--- src/rtl/io_responder.sv ---
// -----------------------------------------------------------------------------
// io_responder
//
// Responder end of the CPU port bus (pst/pld). Decodes a 16-bit port address
// and provides an 8N1 UART transmitter fed by a TX FIFO, a GPIO output latch,
// a synchronized GPIO input, a programmable baud divisor and a free-running
// tick counter.
//
// Address map:
//   0x0000 TX_DATA   W: push data[7:0] (dropped when full)   R: 0
//   0x0001 STATUS    R: {count[14:8], ovf[3], busy[2], empty[1], full[0]}
//   0x0002 BAUD_DIV  R/W, clk cycles per bit (0 behaves as 1)
//   0x0003 GPIO_OUT  R/W, low GPIO_W bits
//   0x0004 GPIO_IN   R: synchronized gpio_in, zero-extended
//   0x0005 TICK      R: free-running 16-bit cycle counter
//
// Optional feature (macro IO_OVF_FLAG_EN):
//   STATUS bit3 is a sticky overflow flag, set when a TX_DATA write finds the
//   FIFO full with no same-cycle pop; any committed STATUS write clears it.
//   Without the macro bit3 reads 0 and STATUS writes are ignored.
//
// Ports:
//   clk        system clock, rising edge
//   async_rst  asynchronous active-high reset
//   addr       port address from the CPU
//   data       write data from the CPU
//   write      write level (1 = write, 0 = read)
//   data_out   registered read data (1-cycle latency)
//   tx         serial output, idle high
//   gpio_out   GPIO output latch
//   gpio_in    asynchronous GPIO inputs
// -----------------------------------------------------------------------------
module io_responder #(
    parameter int          FIFO_DEPTH   = 8,
    parameter int          GPIO_W       = 16,
    parameter logic [15:0] BAUD_DIV_RST = 16'd868
) (
    input  logic              clk,
    input  logic              async_rst,
    input  logic [15:0]       addr,
    input  logic [15:0]       data,
    input  logic              write,
    output logic [15:0]       data_out,
    output logic              tx,
    output logic [GPIO_W-1:0] gpio_out,
    input  logic [GPIO_W-1:0] gpio_in
);

    localparam int PTR_W = $clog2(FIFO_DEPTH) + 1;
    localparam int IDX_W = PTR_W - 1;

    localparam logic [15:0] A_TX       = 16'h0000;
    localparam logic [15:0] A_STATUS   = 16'h0001;
    localparam logic [15:0] A_BAUD     = 16'h0002;
    localparam logic [15:0] A_GPIO_OUT = 16'h0003;
    localparam logic [15:0] A_GPIO_IN  = 16'h0004;
    localparam logic [15:0] A_TICK     = 16'h0005;

    typedef enum logic [1:0] {IDLE, START, DATA, STOP} tx_state_t;

    // ------------------------------------------------------------------
    // Write commit detection. The CPU holds write high between port ops,
    // so a write is new only on a rising write level or when the address
    // or data changed since the previous cycle.
    // ------------------------------------------------------------------
    logic        write_prev_reg;
    logic [15:0] addr_prev_reg;
    logic [15:0] data_prev_reg;
    logic        commit;
    logic        wr_tx;
    logic        wr_baud;
    logic        wr_gpio;

    always_ff @(posedge clk or posedge async_rst) begin
        if (async_rst) begin
            write_prev_reg <= 1'b0;
            addr_prev_reg  <= '0;
            data_prev_reg  <= '0;
        end else begin
            write_prev_reg <= write;
            addr_prev_reg  <= addr;
            data_prev_reg  <= data;
        end
    end

    assign commit  = write & (~write_prev_reg | (addr != addr_prev_reg) | (data != data_prev_reg));
    assign wr_tx   = commit && (addr == A_TX);
    assign wr_baud = commit && (addr == A_BAUD);
    assign wr_gpio = commit && (addr == A_GPIO_OUT);

    // ------------------------------------------------------------------
    // Control registers
    // ------------------------------------------------------------------
    logic [15:0]       baud_reg;
    logic [GPIO_W-1:0] gpio_reg;
    logic [15:0]       tick_reg;

    always_ff @(posedge clk or posedge async_rst) begin
        if (async_rst) begin
            baud_reg <= BAUD_DIV_RST;
            gpio_reg <= '0;
            tick_reg <= '0;
        end else begin
            tick_reg <= tick_reg + 16'd1;
            if (wr_baud) begin
                baud_reg <= data;
            end
            if (wr_gpio) begin
                gpio_reg <= data[GPIO_W-1:0];
            end
        end
    end

    assign gpio_out = gpio_reg;

    // ------------------------------------------------------------------
    // GPIO input synchronizer, two flops per bit
    // ------------------------------------------------------------------
    logic [GPIO_W-1:0] gpio_sync;

    generate
        for (genvar gi = 0; gi < GPIO_W; gi++) begin : g_sync
            logic s1_reg;
            logic s2_reg;
            always_ff @(posedge clk or posedge async_rst) begin
                if (async_rst) begin
                    s1_reg <= 1'b0;
                    s2_reg <= 1'b0;
                end else begin
                    s1_reg <= gpio_in[gi];
                    s2_reg <= s1_reg;
                end
            end
            assign gpio_sync[gi] = s2_reg;
        end
    endgenerate

    // ------------------------------------------------------------------
    // TX FIFO: circular buffer with one extra pointer bit to tell full
    // from empty.
    // ------------------------------------------------------------------
    logic [7:0]       mem [FIFO_DEPTH];
    logic [PTR_W-1:0] wr_ptr_reg;
    logic [PTR_W-1:0] rd_ptr_reg;
    logic [PTR_W-1:0] fifo_count;
    logic             fifo_empty;
    logic             fifo_full;
    logic             push;
    logic             pop;

    assign fifo_count = wr_ptr_reg - rd_ptr_reg;
    assign fifo_empty = (wr_ptr_reg == rd_ptr_reg);
    assign fifo_full  = (wr_ptr_reg[IDX_W] != rd_ptr_reg[IDX_W]) &&
                        (wr_ptr_reg[IDX_W-1:0] == rd_ptr_reg[IDX_W-1:0]);
    // A pop in the same cycle frees a slot, so a full FIFO still accepts.
    assign push = wr_tx && (!fifo_full || pop);

    always_ff @(posedge clk) begin
        if (push) begin
            mem[wr_ptr_reg[IDX_W-1:0]] <= data[7:0];
        end
    end

    always_ff @(posedge clk or posedge async_rst) begin
        if (async_rst) begin
            wr_ptr_reg <= '0;
            rd_ptr_reg <= '0;
        end else begin
            if (push) begin
                wr_ptr_reg <= wr_ptr_reg + PTR_W'(1);
            end
            if (pop) begin
                rd_ptr_reg <= rd_ptr_reg + PTR_W'(1);
            end
        end
    end

    // ------------------------------------------------------------------
    // TX FSM
    // ------------------------------------------------------------------
    tx_state_t   state_reg, state_next;
    logic [15:0] bit_cnt_reg, bit_cnt_next;
    logic [2:0]  bit_idx_reg, bit_idx_next;
    logic        tx_reg, tx_next;
    logic [7:0]  shift_reg;
    logic        shift_en;
    logic [15:0] div_load;

    // Reloaded at every bit boundary, so a new divisor applies from the
    // next bit onward. A divisor of 0 behaves as 1.
    assign div_load = (baud_reg == 16'd0) ? 16'd0 : (baud_reg - 16'd1);

    always_ff @(posedge clk or posedge async_rst) begin
        if (async_rst) begin
            state_reg   <= IDLE;
            bit_cnt_reg <= '0;
            bit_idx_reg <= '0;
            tx_reg      <= 1'b1;
        end else begin
            state_reg   <= state_next;
            bit_cnt_reg <= bit_cnt_next;
            bit_idx_reg <= bit_idx_next;
            tx_reg      <= tx_next;
        end
    end

    // Shift register doubles as the registered FIFO read port; its content
    // is only observed after a pop, so it needs no reset.
    always_ff @(posedge clk) begin
        if (pop) begin
            shift_reg <= mem[rd_ptr_reg[IDX_W-1:0]];
        end else if (shift_en) begin
            shift_reg <= {1'b0, shift_reg[7:1]};
        end
    end

    always_comb begin
        state_next   = state_reg;
        bit_cnt_next = bit_cnt_reg;
        bit_idx_next = bit_idx_reg;
        tx_next      = tx_reg;
        pop          = 1'b0;
        shift_en     = 1'b0;
        case (state_reg)
            IDLE: begin
                tx_next = 1'b1;
                if (!fifo_empty) begin
                    pop          = 1'b1;
                    state_next   = START;
                    bit_cnt_next = div_load;
                    tx_next      = 1'b0;
                end
            end
            START: begin
                if (bit_cnt_reg == 16'd0) begin
                    state_next   = DATA;
                    bit_cnt_next = div_load;
                    bit_idx_next = 3'd0;
                    tx_next      = shift_reg[0];
                end else begin
                    bit_cnt_next = bit_cnt_reg - 16'd1;
                end
            end
            DATA: begin
                if (bit_cnt_reg == 16'd0) begin
                    bit_cnt_next = div_load;
                    if (bit_idx_reg == 3'd7) begin
                        state_next = STOP;
                        tx_next    = 1'b1;
                    end else begin
                        bit_idx_next = bit_idx_reg + 3'd1;
                        shift_en     = 1'b1;
                        // Next bit is the one about to shift into position 0.
                        tx_next      = shift_reg[1];
                    end
                end else begin
                    bit_cnt_next = bit_cnt_reg - 16'd1;
                end
            end
            STOP: begin
                if (bit_cnt_reg == 16'd0) begin
                    state_next = IDLE;
                    tx_next    = 1'b1;
                end else begin
                    bit_cnt_next = bit_cnt_reg - 16'd1;
                end
            end
            default: begin
                state_next = IDLE;
                tx_next    = 1'b1;
            end
        endcase
    end

    assign tx = tx_reg;

    // ------------------------------------------------------------------
    // Sticky overflow flag
    // ------------------------------------------------------------------
`ifdef IO_OVF_FLAG_EN
    logic wr_status;
    logic ovf_reg;

    assign wr_status = commit && (addr == A_STATUS);

    always_ff @(posedge clk or posedge async_rst) begin
        if (async_rst) begin
            ovf_reg <= 1'b0;
        end else if (wr_status) begin
            ovf_reg <= 1'b0;
        end else if (wr_tx && fifo_full && !pop) begin
            ovf_reg <= 1'b1;
        end
    end
`endif

    // ------------------------------------------------------------------
    // Read path: sampled every cycle from pre-write state
    // ------------------------------------------------------------------
    logic [15:0] rd_mux;
    logic [15:0] data_out_reg;

    always_comb begin
        rd_mux = '0;
        case (addr)
            A_STATUS: begin
                rd_mux[0]         = fifo_full;
                rd_mux[1]         = fifo_empty;
                rd_mux[2]         = (state_reg != IDLE);
`ifdef IO_OVF_FLAG_EN
                rd_mux[3]         = ovf_reg;
`endif
                rd_mux[8 +: PTR_W] = fifo_count;
            end
            A_BAUD:     rd_mux = baud_reg;
            A_GPIO_OUT: rd_mux[GPIO_W-1:0] = gpio_reg;
            A_GPIO_IN:  rd_mux[GPIO_W-1:0] = gpio_sync;
            A_TICK:     rd_mux = tick_reg;
            default:    rd_mux = '0;
        endcase
    end

    always_ff @(posedge clk or posedge async_rst) begin
        if (async_rst) begin
            data_out_reg <= '0;
        end else begin
            data_out_reg <= rd_mux;
        end
    end

    assign data_out = data_out_reg;

endmodule

--- config.mk ---
export PLATFORM = sky130hd
export DESIGN_NAME = io_responder
export DESIGN_NICKNAME = d
export VERILOG_FILES = /design/src/rtl/io_responder.sv
export SDC_FILE = /design/constraint.sdc
export NUM_CORES = 1
export LEC_CHECK = 0
export BUFFER_PORTS_ARGS = -buffer_cell sky130_fd_sc_hd__buf_2
export CORE_UTILIZATION = 56
export CTS_BUF_LIST = sky130_fd_sc_hd__clkbuf_4
export DETAILED_ROUTE_END_ITERATION = 10
export GPL_TIMING_DRIVEN = 0
export PLACE_DENSITY_LB_ADDON = 0.1
export SLEW_MARGIN = 15
export SYNTH_ARGS = -nofsm -noshare
export SYNTH_HDL_FRONTEND = slang
export SYNTH_SLANG_ARGS = --single-unit
--- constraint.sdc ---
create_clock -name clk -period 4.5 [get_ports clk]
set_input_delay 0.225 -clock clk [delete_from_list [all_inputs] [get_ports clk]]
set_output_delay 0.225 -clock clk [all_outputs]
set_load 0.01 [all_outputs]
After elaboration in Yosys (flattened, before gate mapping)
Memories as Yosys holds them, arrays and structs flattened.
Index checks and enable logic that the tools add are counted.
{"block": "word_totals", "register_bits": 167, "mem_bits_rw": 64, "inputBits": 51, "output_inout_bits": 33, "wordCells": 132, "n_memories": 1}
{"block": "classes", "add_sub_neg": 7, "eq_ne": 21, "n_mux": 34, "bitwise_logic": 4, "n_reduce_logical": 19}
{"memory": "mem", "words": 8, "width": 8, "read_ports": 1, "rd_ports_with_merged_regs": 0, "write_ports": 1, "line_no": "142", "text": "logic [7:0] mem [FIFO_DEPTH];"}
{"op": "2-to-1 mux 16 bit", "count": 4}
{"op": "logical NOT 16 bit", "count": 3}
{"op": "one-hot mux 16 bit (3 select lines)", "count": 1}
{"op": "equality test 16 x 2 -> 1 bit (second input constant)", "count": 2}
{"op": "equality test 16 x 3 -> 1 bit (second input constant)", "count": 2}
{"op": "inequality test 16 bit", "count": 2}
{"op": "subtractor 16 x 1 -> 16 bit (second input constant)", "count": 2}
{"op": "one-hot mux 4 bit (5 select lines)", "count": 1}
{"op": "one-hot mux 5 bit (4 select lines)", "count": 1}
{"op": "adder 16 x 1 -> 16 bit (second input constant)", "count": 1}
{"op": "equality test 16 x 1 -> 1 bit (second input constant)", "count": 1}
{"op": "2-to-1 mux 8 bit", "count": 2}
{"op": "one-hot mux 4 bit (4 select lines)", "count": 1}
{"op": "one-hot mux 3 bit (5 select lines)", "count": 1}
{"op": "inequality test 2 bit (second input constant)", "count": 7}
{"op": "2-to-1 mux 1 bit", "count": 12}
{"op": "2-to-1 mux 2 bit", "count": 5}
{"op": "2-to-1 mux 3 bit", "count": 3}
{"op": "adder 4 x 1 -> 4 bit (second input constant)", "count": 2}
{"op": "one-hot mux 2 bit (4 select lines)", "count": 1}
{"op": "one-hot mux 3 bit (2 select lines)", "count": 1}
{"op": "nonzero test 2 bit", "count": 3}
{"op": "logical AND 1 bit", "count": 5}
{"op": "AND reduction 5 bit", "count": 1}
{"op": "other kinds (19)", "count": 21}

Logic depth before layout (Yosys ltp)
Gate-level depths: netlist (run 1).
{"block": "logic_depth", "ltp_word": 8, "depth_mapped": 11, "mapped_depth_nobuf": 8}

Worst setup path after synthesis (run 1)
No wires, ideal clock.
{"block": "synth_path", "path_type": "register to register", "from": "reg rd_ptr_reg[1]", "to": "mem mem[4][0], enable pin", "setup_time_ps": 385, "t_arrival_ps": 3083, "required_time_ps": 4115, "path_slack_ps": 1031, "path_stages_with_launch": 11, "n_path_buf": 2, "synth_period_minus_slack_ps": 3469, "path_cell_list": "dfrtp_1 > clkbuf_1 > buf_1 > inv_1 > ha_1 > nand3_1 > nor2_1 > a2111o_1 > a31oi_2 > nand2_1 > nor3b_1"}
{"block": "synth_between", "elab_chain_len": 7, "word_cells_on_any_way": 10, "classes_between": "2 x eq/ne; 4 x mux; 4 x reduce/logical"}
{"item": "start, declared", "line_no": "144", "text": "logic [PTR_W-1:0] rd_ptr_reg;"}
{"item": "start signal, assigned", "line_no": "173", "text": "rd_ptr_reg <= rd_ptr_reg + PTR_W'(1);"}
{"item": "equality test 4 bit / equality test 3 bit (equally long branches)", "line_no": "152, 154"}
{"item": "2-to-1 mux 1 bit / logical AND 1 bit (equally long branches)", "line_no": "227, 153"}
{"item": "2-to-1 mux 1 bit / logical NOT 1 bit (equally long branches)", "line_no": "224, 156"}
{"item": "logical OR 1 bit (*)", "line_no": "156", "text": "assign push = wr_tx && (!fifo_full || pop);"}
{"item": "logical AND 1 bit (*)", "line_no": "156"}
{"item": "2-to-1 mux 1 bit (*)", "line_no": "159", "text": "if (push) begin"}
{"item": "2-to-1 mux 1 bit (not written as such) (*)", "line_no": "160", "text": "mem[wr_ptr_reg[IDX_W-1:0]] <= data[7:0];"}
{"item": "end, declared", "line_no": "142"}
Every way passes the cells marked *; elsewhere a longest branch is shown, timed or not.

Final worst setup path (run 1)
{"block": "layout_path", "from": "reg rd_ptr_reg[1]", "to": "mem mem[4][7], enable pin"}
The elaborated chain is that of the path after synthesis.

==> metrics, run 1 <==
share of the synthesized area in the top cell type=~39%; Remaining DRCs=0; final count of hold timing violations=0; CP Launch Type=flip-flop; Top FF cell, synth=dfrtp_1; CTS clock-pin slew for the worst setup and hold paths=around 70 ps; RSZ-0062 raised after global routing=no; max reg flops=64; Die Wd=~130 µm; DRT Pass-1 Iters=7; Avg Inst Size Synth=13.8 µm²; Logic pwr share=between 20% and 30%; HP Class=primary input to flip-flop; Remaining Overflow, GRT=0; Slowest-stage cell, CP=nor3b_2; Area Growth Syn to Fin=20.9%; antenna violations before repair=1; RePlAce Congestion=0.869; Sw Ratio=approximately a third; Reg power frac=a little over two fifths; peak supply drop=0.310 mV; worst slew pin tran=a little under 1000 ps; final setup violation count=0; worst-path fanout max=10; vias in the first global route=a little under 7,000; status=finished, final reports clean; Initial Utilization=57.1%; cells along the critical path=clkbuf_1 > buf_1 > inv_1 > ha_1 > nand3_1 > nor2_1 > a2111o_1 > a31oi_2 > nand2_1 > nor3b_2; routed vias=between 6,000 and 7,000; critical path endpoint category=flip-flop; post-synth net total=roughly 780; Die H=134 µm; clock share of power=29.4%; critical path arrival=approximately 4400 ps; H-Tree Depth=2; Final Max Slew Viols=0; crit share post-route=around 92%; first-pass GRT wire length=roughly 36,000 µm; CTS Buf Count=between 50 and 60; setup tns final=0 ps; Post-Syn Area=about 9800 µm²; commonest non-fill, non-tap cell in the layout=dfrtp_1; post-synth top area cell=dfrtp_1; P_sw=between 1.5 and 2 mW; Mapped Cells=710; clock skew=26.0 ps; row cnt=48; post-CTS setup buffers=0; top cells by area, synth=dfrtp_1 39%, edfxtp_1 22%, mux2_2 3.9%, mux4_2 3.7%, xnor2_1 3.1%; commonest non-fill, non-tap cells in the layout=153 x dfrtp_1, 89 x buf_2, 77 x clkbuf_4; asr flop ratio synth=68.8%; Crit path required time=approximately 4800 ps; post-layout util=69.0%; Core Box Area=roughly 17,000 µm²; Clock Latency Late Sink=670 ps; routed len/inst=between 15 and 20 µm; CTS tree=yes; layout cells sized above 1=roughly 28%; die area=approximately 18,000 µm²; Sink Count=approximately 230; # IOs=84; multi-input logic area=~3500 µm²; WS Path Type=flip-flop to flip-flop; final net count=between 900 and 1,000; EDFF count, synth=slightly above 70; CTS Root Cell=clkbuf_4; ANT nets after route=0; Worst path max stage delay=approximately 670 ps; post-layout min period=around 4200 ps; Max Clk Rate=241 MHz; sequential area share after synthesis=62.7%; port buffer count=83; storage element area=~6100 µm²; relative slew slack=33.1%; Synth Register Bits=231; maxcap violations=0; Yosys warnings=0; Filler cells=around 1,300; initial drt markers=approximately 470; via density per instance=around 5.6; Internal Pwr Total=approximately 3.9 mW; Post-Route WL=around 23,000 µm; Global Route Usage Sum=26.7%; Lkg Pwr=between 5 and 6 nW; PD cells=489 nW/µm²; distinct cell type count after synthesis=73; largest net degree at the start of global routing=41; Max Buffers Root-to-Sink=3; Final HPWL DP=around 15,000 µm
cell families after synthesis:
group | share of synthesized area [%]
buf+inv | 1.76
mux | 8.53
fa+ha+maj | 2.12
compound gates | 7.95
xor+xnor | 5.99
simple gates | 10.9
flops | 62.7
worst paths after layout:
path                       slack, ps                        from                     endpoint  cells past startpoint
max in group asynchronous       3160                   async_rst      gpio_out[7]$_DFFE_PP0P_                      6
setup / recovery                 350   rd_ptr_reg[1]$_DFFE_PP0P_          mem[4][7]$_DFFE_PP_                     10
setup reg to reg                 350   rd_ptr_reg[1]$_DFFE_PP0P_          mem[4][7]$_DFFE_PP_                     10
hold reg to reg                  340  g_sync[3].s1_reg$_DFF_PP0_   g_sync[3].s2_reg$_DFF_PP0_                      0
hold / removal                   200                 gpio_in[11]  g_sync[11].s1_reg$_DFF_PP0_                      2
min in group asynchronous        250                   async_rst    wr_ptr_reg[2]$_DFFE_PP0P_                      3
final cells by class:
type                    instances  area share [%]
diodes                          1          0.0211
clock inverters                31            1.27
inverters                      16           0.539
repair buffers                137            8.47
multi-input cells             438            29.6
clock buffers                  77            4.88
well taps                     225            2.38
plain buffers                  25           0.950
flip-flops and latches        231            51.9
power groups by stage:
stage / clock, mW / combinational, mW / sequential [mW]
after floorplan: 0 / 1.15 / 2.49
after global placement: 0 / 1.49 / 2.51
after detailed placement: 0 / 1.55 / 2.53
after CTS: 1.74 / 1.59 / 2.49
after global routing: 1.86 / 1.75 / 2.50
final: 1.70 / 1.60 / 2.49
through the flow:
step	total power, mW	worst slack [ps]	hold WS (ps)	cell area (µm²)	instances
5_1_grt	6.11	128	149	11800	1181
3_5_place_dp	4.08	370	334	10600	1022
6_report	5.79	347	205	11800	1181
3_3_place_gp	4.01	24.9	333	10500	1018
4_1_cts	5.82	348	156	11800	1180
2_1_floorplan	3.64	1030	256	9800	710
cell usage after synthesis (3+ instances only):
| cell | count |
|---|---|
| mux4_2 | 16 |
| inv_1 | 15 |
| nand3_1 | 11 |
| dfstp_2 | 6 |
| and2_1 | 3 |
| ha_1 | 15 |
| or4_1 | 6 |
| edfxtp_1 | 72 |
| xor2_1 | 32 |
| nand4_1 | 8 |
| o21ai_0 | 23 |
| or2_2 | 3 |
| and3_1 | 8 |
| a21oi_1 | 14 |
| nor3b_1 | 6 |
| mux2i_1 | 7 |
| or3_1 | 5 |
| nand2b_1 | 5 |
| nor2_1 | 26 |
| buf_2 | 6 |
| xnor2_1 | 35 |
| nor4_1 | 11 |
| nand2_1 | 56 |
| mux2_2 | 34 |
| a22o_1 | 7 |
| dfrtp_1 | 153 |
| a22oi_1 | 23 |
| clkbuf_1 | 15 |
| a222oi_1 | 7 |
| nor3_1 | 26 |
| o311ai_0 | 4 |
worst max-delay path: cells and delay by family, from the launching register on:
family	cells	cell delay, ps
simple gates	4	1080
compound gates	2	790
fa+ha+maj	1	330
buf+inv	3	1210
flops	1	360
routing by layer:
layer | share of wire (%) | global-route usage (%) | vias up
met5 | 0 | 0 | -
li1 | - | - | 3082
met3 | 5.2 | 4.99 | 49
met1 | 43 | 35.7 | 3282
met4 | 2.8 | 10.7 | 0
met2 | 49 | 43.4 | 217
timing repair:
item                                   CTS  global route
endpoints found under the hold margin  163             0
hold buffers                            50             0
resized for setup                        0             0
(Power assumes the default switching activity.)
==> inputs of run 2 (changes only) <==
--- a/config.mk
+++ b/config.mk
@@ -5,6 +5,7 @@
 export SDC_FILE = /design/constraint.sdc
 export NUM_CORES = 1
 export LEC_CHECK = 0
+export ABC_AREA = 1
 export BUFFER_PORTS_ARGS = -buffer_cell sky130_fd_sc_hd__buf_2
 export CORE_UTILIZATION = 56
 export CTS_BUF_LIST = sky130_fd_sc_hd__clkbuf_4
==> metrics, run 2 <==
status=complete, but fails checks; failing checks=DRC; Crit path required time=4780 ps (about the same); Final HPWL DP=16,900 µm (+9.0%); Synth Register Bits=231 (unchanged); Top FF cell, synth=dfrtp_1; placed cell areas=11,200 µm² (+5.3%); cells along the critical path=inv_1 > clkbuf_1 > ha_1 > inv_1 > nor3_1 > nand2_1 > nor2_1 > inv_1 > nand2_1 > nor2_1 > nand2_1 > nor2_1; cell class contributing the biggest share of worst-path delay=simple AND/OR/NAND/NOR gates; Resized cells post-CTS=0 (unchanged); Global Route Usage Sum=27.0% (+0.35 points); design area=12,500 µm² (+5.1%); worst-path fanout max=11 (+1); top cells by area, synth=dfrtp_1 37%, edfxtp_1 21%, nand2_1 9.9%, inv_1 4.9%, nor2_1 4.3%; Post-Syn Area=10,400 µm² (+5.9%); worst path bufs/invs=4 (+1); relative slew slack=40.6% (+7.6 points); largest net degree at the start of global routing=36 (-12%); commonest non-fill, non-tap cell in the layout=nand2_1; Core Box Area=18,100 µm² (+5.3%); EDFF count, synth=72 (unchanged); routed len/inst=15.8 µm (-18%); critical path arrival=3880 ps (-560 ps); ANT nets after route=0 (unchanged); Lkg Pwr=6.02 nW (+15%); clock skew=48.3 ps (+22.3 ps); worst slew pin tran=887 ps (-108 ps); H-Tree Depth=2 (unchanged); Yosys warnings=0 (unchanged); Slowest-stage cell, CP=nor2_1; CTS Buf Count=58 (+1.8%); die area=19,100 µm² (+5.8%); critical path endpoint category=flip-flop; post-synth top area cell=dfrtp_1; CTS clock-pin slew for the worst setup and hold paths=70 ps (about the same); row cnt=49 (+2.1%); commonest cells in the netlist=275 x nand2_1, 153 x dfrtp_1, 136 x inv_1; port buffer count=83 (unchanged); Mapped Cells=1,093 (+54%); final net count=1,357 (+39%); final setup violation count=0 (unchanged); Post-Route WL=24,800 µm (+9.3%); peak supply drop=0.278 mV (-10%); hold buffer count at cts=50 (unchanged); Max Buffers Root-to-Sink=3 (unchanged); maxcap violations=0 (unchanged); Design Power=5.77 mW (-0.27%); # IOs=84 (unchanged); Sink Count=231 (unchanged); PD cells=464 nW/µm² (-5.1%); Initial Utilization=57.4% (+0.34 points); Die Wd=138 µm (+2.9%); crit share post-route=80.0% (-12 points); fin cells=1,568 (+33%); Post-Place Cells=1,409 (+38%); Fin Hold WS=188 ps (-17.0 ps); sequential area share after synthesis=59.2% (-3.5 points); HP Class=primary input to flip-flop; first-pass GRT wire length=40,000 µm (+10%); post-layout min period=3600 ps (-555 ps); DRT Pass-1 Iters=8 (+1); CTS tree=yes; commonest non-fill, non-tap cells in the layout=275 x nand2_1, 153 x dfrtp_1, 135 x inv_1; Remaining Overflow, GRT=0 (unchanged); Final Max Slew Viols=0 (unchanged); final count of hold timing violations=0 (unchanged); Remaining DRCs=7 (+7); Area Growth Syn to Fin=20.0%; RePlAce Congestion=0.870 (+0.20%); setup tns final=0 ps (unchanged); r2r setup slk=900 ps (+560 ps); layout cells sized above 1=18.4% (-9.3 points); post-synth net total=1,160 (+49%); share of the synthesized area in the top cell type=36.9% (-2.2 points); Avg Inst Size Synth=9.50 µm² (-31%); Filler cells=1,413 (+11%); Die H=138 µm (+2.9%); vias in the first global route=7,980 (+15%); Worst path max stage delay=740 ps (+70 ps); antenna violations before repair=1 (unchanged); RSZ-0062 raised after global routing=no; CTS Root Cell=clkbuf_4; max reg flops=64 (unchanged); CP Launch Type=flip-flop; top-count cell post-synth=nand2_1; via density per instance=5.19 (-7.5%); routed vias=8,140 (+23%); WS Path Type=flip-flop to flip-flop; distinct cell type count after synthesis=42 (-42%); Clock Latency Late Sink=690 ps (+20 ps); Max Clk Rate=278 MHz (+15%); post-CTS setup buffers=0 (unchanged); asr flop ratio synth=68.8% (unchanged); initial drt markers=533 (+14%)
==> run 2: worst paths after layout <==
kind / start / end / depth (start not counted)
max in group asynchronous: async_rst / addr_prev_reg[5]$_DFF_PP0_ / 6
max: rd_ptr_reg[1]$_DFFE_PP0P_ / mem[7][0]$_DFFE_PP_ / 12
min in group asynchronous: async_rst / bit_cnt_reg[11]$_DFFE_PP0P_ / 3
min: gpio_in[9] / g_sync[9].s1_reg$_DFF_PP0_ / 2
max reg2reg: rd_ptr_reg[1]$_DFFE_PP0P_ / mem[7][0]$_DFFE_PP_ / 12
min reg2reg: g_sync[15].s1_reg$_DFF_PP0_ / g_sync[15].s2_reg$_DFF_PP0_ / 0
==> run 2: kinds of logic after synthesis <==
| family | share of synthesized area [%] |
|---|---|
| AO/OA/AOI/OAI | 8.65 |
| AND/OR/NAND/NOR | 19.6 |
| XOR/XNOR | 4.13 |
| adder cells (fa/ha/maj) | 2.00 |
| flip-flops | 59.2 |
| buffers and inverters | 6.39 |
==> run 2: area by class of cell <==
type | instances | area (µm²) | area share (%)
Antenna cell | 1 | 2.50 | 0.0201
Buffer | 25 | 138 | 1.11
Clock buffer | 95 | 713 | 5.73
Clock inverter | 13 | 57.6 | 0.462
Inverter | 140 | 529 | 4.25
Multi-Input combinational cell | 697 | 3580 | 28.8
Sequential cell | 231 | 6150 | 49.4
Tap cell | 229 | 287 | 2.30
Timing Repair Buffer | 137 | 996 | 8.00
==> run 2: per-stage QoR <==
stage | utilization (%) | worst slack (ps)
6_report | 68.9 | 902
5_1_grt | 68.9 | 591
4_1_cts | 68.8 | 621
3_5_place_dp | 61.8 | 671
3_3_place_gp | 61.3 | 752
2_1_floorplan | - | 1710
==> run 2: worst register-to-register path: stages, from the launching register on <==
cell and delay [ps]:
dfrtp_1 500, inv_1 280, clkbuf_1 490, ha_1 360, inv_1 60, nor3_1 70, nand2_1 80, nor2_1 50
inv_1 120, nand2_1 60, nor2_1 170, nand2_1 220, nor2_1 740
==> run 2: metal layers <==
layer | global-route usage [%] | up-vias | part of all wire, %
met1 | 37.2 | 3879 | 45
li1 | - | 3978 | -
met5 | 0 | - | 0
met2 | 43.0 | 240 | 47
met3 | 5.33 | 43 | 6.8
met4 | 9.82 | 0 | 1.9
==> run 2: power by group <==
group	leakage (nW)	total, mW	switching (mW)	internal (mW)
clock network	0.470	1.79	0.838	0.954
registers	2.67	2.46	0.107	2.35
logic	2.89	1.53	1.01	0.516
==> inputs of run 3 (changes only) <==
==> constraint.sdc (replaced) <==
create_clock -name clk -period 3.3 [get_ports clk]
set_input_delay 0.165 -clock clk [delete_from_list [all_inputs] [get_ports clk]]
set_output_delay 0.165 -clock clk [all_outputs]
set_load 0.01 [all_outputs]
==> metrics, run 3 (same netlist as run 2, synthesis figures left out) <==
largest net degree at the start of global routing=36 (unchanged); Area Growth Syn to Fin=21.2%; vias in the first global route=7,973 (-0.088%); Filler cells=1,388 (-1.8%); critical path endpoint category=flip-flop; PD cells=630 nW/µm² (+36%); peak supply drop=0.379 mV (+36%); maxcap violations=0 (unchanged); via density per instance=5.17 (-0.43%); Core Box Area=18,100 µm² (unchanged); port buffer count=83 (unchanged); status=complete, but fails checks; Remaining Overflow, GRT=0 (unchanged); Sw Ratio=33.8% (about the same); Global Route Usage Sum=27.0% (about the same); initial drt markers=565 (+6.0%); cells along the critical path=clkinv_1 > clkbuf_2 > ha_1 > inv_1 > nor3_1 > nand2_1 > nand2_1 > inv_1 > buf_2 > o211ai_1 > nand2_1; clock skew=48.4 ps (+0.146 ps); final net count=1,365 (+0.59%); hold_sp=gpio_in[9]; die area=19,100 µm² (unchanged); Initial Utilization=57.4% (unchanged); Max Buffers Root-to-Sink=3 (unchanged); max reg flops=64 (unchanged); CTS clock-pin slew for the worst setup and hold paths=70 ps (about the same); Crit path top cell by count=nand2_1; row cnt=49 (unchanged); antenna violations before repair=1 (unchanged); Final HPWL DP=16,900 µm (unchanged); failing checks=DRC; Logic pwr share=26.8% (+0.4 points); post-layout util=69.6% (+0.72 points); Remaining DRCs=7 (unchanged); first-pass GRT wire length=40,000 µm (about the same); worst reg2reg path depth=11 (-1); Die H=138 µm (unchanged); Slowest-stage cell, CP=ha_1; P_sw=2.68 mW (+37%); Fin Hold WS=127 ps (-61.1 ps); Final Max Slew Viols=0 (unchanged); final setup violation count=0 (unchanged); clock share of power=30.8% (-0.2 points); CTS Buf Count=58 (unchanged); DRT Pass-1 Iters=8 (unchanged); Reg power frac=42.3% (-0.2 points); Max Clk Rate=327 MHz (+17%); ANT nets after route=0 (unchanged); routed len/inst=15.8 µm (about the same); Worst path max stage delay=380 ps (-360 ps); final count of hold timing violations=0 (unchanged); CP Launch Type=flip-flop; RSZ-0062 raised after global routing=yes; layout cells sized above 1=19.5% (+1.1 points); Hold Path Depth=2 (unchanged); r2r setup slk=240 ps (-660 ps); WS Path Type=flip-flop to flip-flop; commonest non-fill, non-tap cells in the layout=275 x nand2_1, 153 x dfrtp_1, 134 x inv_1; crit share post-route=92.8% (+13 points); Sink Count=231 (unchanged); commonest non-fill, non-tap cell in the layout=nand2_1; Internal Pwr Total=5.24 mW (+37%); HP Class=primary input to flip-flop; H-Tree Depth=2 (unchanged); worst slew pin tran=831 ps (-56.0 ps); worst-path fanout max=10 (-1); RePlAce Congestion=0.870 (unchanged); relative slew slack=44.3% (+3.7 points); CTS Root Cell=clkbuf_4; # IOs=84 (unchanged); post-layout min period=3060 ps (-535 ps); routed vias=8,146 (+0.074%); Crit path required time=3700 ps (-1080 ps); Lkg Pwr=6.11 nW (+1.4%); hold path endpoint=g_sync[9].s1_reg$_DFF_PP0_; CTS tree=yes; Clock Latency Late Sink=690 ps (about the same); Die Wd=138 µm (unchanged); Post-Route WL=25,000 µm (+0.58%); r2r endpoint=shift_reg[1]$_DFFE_PP_; worst r2r src=rd_ptr_reg[2]$_DFFE_PP0P_; critical path arrival=3460 ps (-420 ps)
-- run 3: cell types whose count changed in the layout (fill, tap and decap cells not counted), moves of 2 or more --
cell,delta
nor2_1,-5
buf_12,+2
nor3_2,-3
nor3_4,+3
buf_4,+7
nor2_2,+4
-- run 3: what timing repair did --
| item | CTS | global route |
|---|---|---|
| endpoints found under the setup margin | 64 | 81 |
| hold endpoints to repair | 180 | 0 |
| setup buffers | 0 | 9 |
| resized for setup | 3 | 9 |
| hold buffers | 50 | 0 |
| pin swaps | 0 | 3 |
-- run 3: cell type report --
cell class              instances  area (µm²)  share of cell area (%)
clock inverters                13        57.6                   0.457
multi-input cells             697        3620                    28.8
clock buffers                  95         713                    5.67
diodes                          1        2.50                  0.0199
repair buffers                146        1090                    8.65
flip-flops and latches        231        6150                    48.9
well taps                     229         287                    2.28
inverters                     140         533                    4.24
plain buffers                  24         135                    1.07
-- run 3: worst max-delay path by stage --
stage                         startpoint                     end  depth (start not counted)
3_3_place_gp   rd_ptr_reg[1]$_DFFE_PP0P_     mem[5][7]$_DFFE_PP_                         12
4_1_cts        rd_ptr_reg[1]$_DFFE_PP0P_     mem[6][5]$_DFFE_PP_                         12
6_report       rd_ptr_reg[2]$_DFFE_PP0P_  shift_reg[1]$_DFFE_PP_                         11
5_1_grt        rd_ptr_reg[2]$_DFFE_PP0P_     mem[4][4]$_DFFE_PP_                         12
3_5_place_dp   rd_ptr_reg[1]$_DFFE_PP0P_     mem[1][5]$_DFFE_PP_                         12
2_1_floorplan  rd_ptr_reg[1]$_DFFE_PP0P_     mem[3][0]$_DFFE_PP_                         12
-- run 3: power groups by stage --
| stage | registers [mW] | clock network (mW) | logic (mW) |
|---|---|---|---|
| after floorplan | 3.36 | 0 | 1.48 |
| after global placement | 3.40 | 0 | 1.95 |
| after detailed placement | 3.40 | 0 | 2.01 |
| after CTS | 3.35 | 2.50 | 2.06 |
| after global routing | 3.37 | 2.66 | 2.38 |
| final | 3.35 | 2.44 | 2.13 |
-- run 3: worst max-delay path, delay by kind of cell, from the launching register on --
family / cells / cell delay, ps
compound gates: 1 / 200
fa+ha+maj: 1 / 380
buf+inv: 5 / 970
flops: 1 / 370
simple gates: 4 / 880
-- run 3: through the flow --
stage               power [mW]  cell area (µm²)  setup TNS, ps  setup slack, ps  instances
finish                    7.92            12600              0              238       1576
global route              8.41            12600          -1240            -57.3       1576
CTS                       7.92            12500          -7110             -186       1567
detailed placement        5.41            11200         -11910             -529       1409
global placement          5.35            11100         -14120             -448       1405
floorplan                 4.83            10400              0              513       1093
-- run 3: metal layers --
metal	wire, µm	GRT usage (%)
met5	0	0
met2	11600	42.9
met3	1770	5.33
met4	463	9.82
met1	11100	37.3
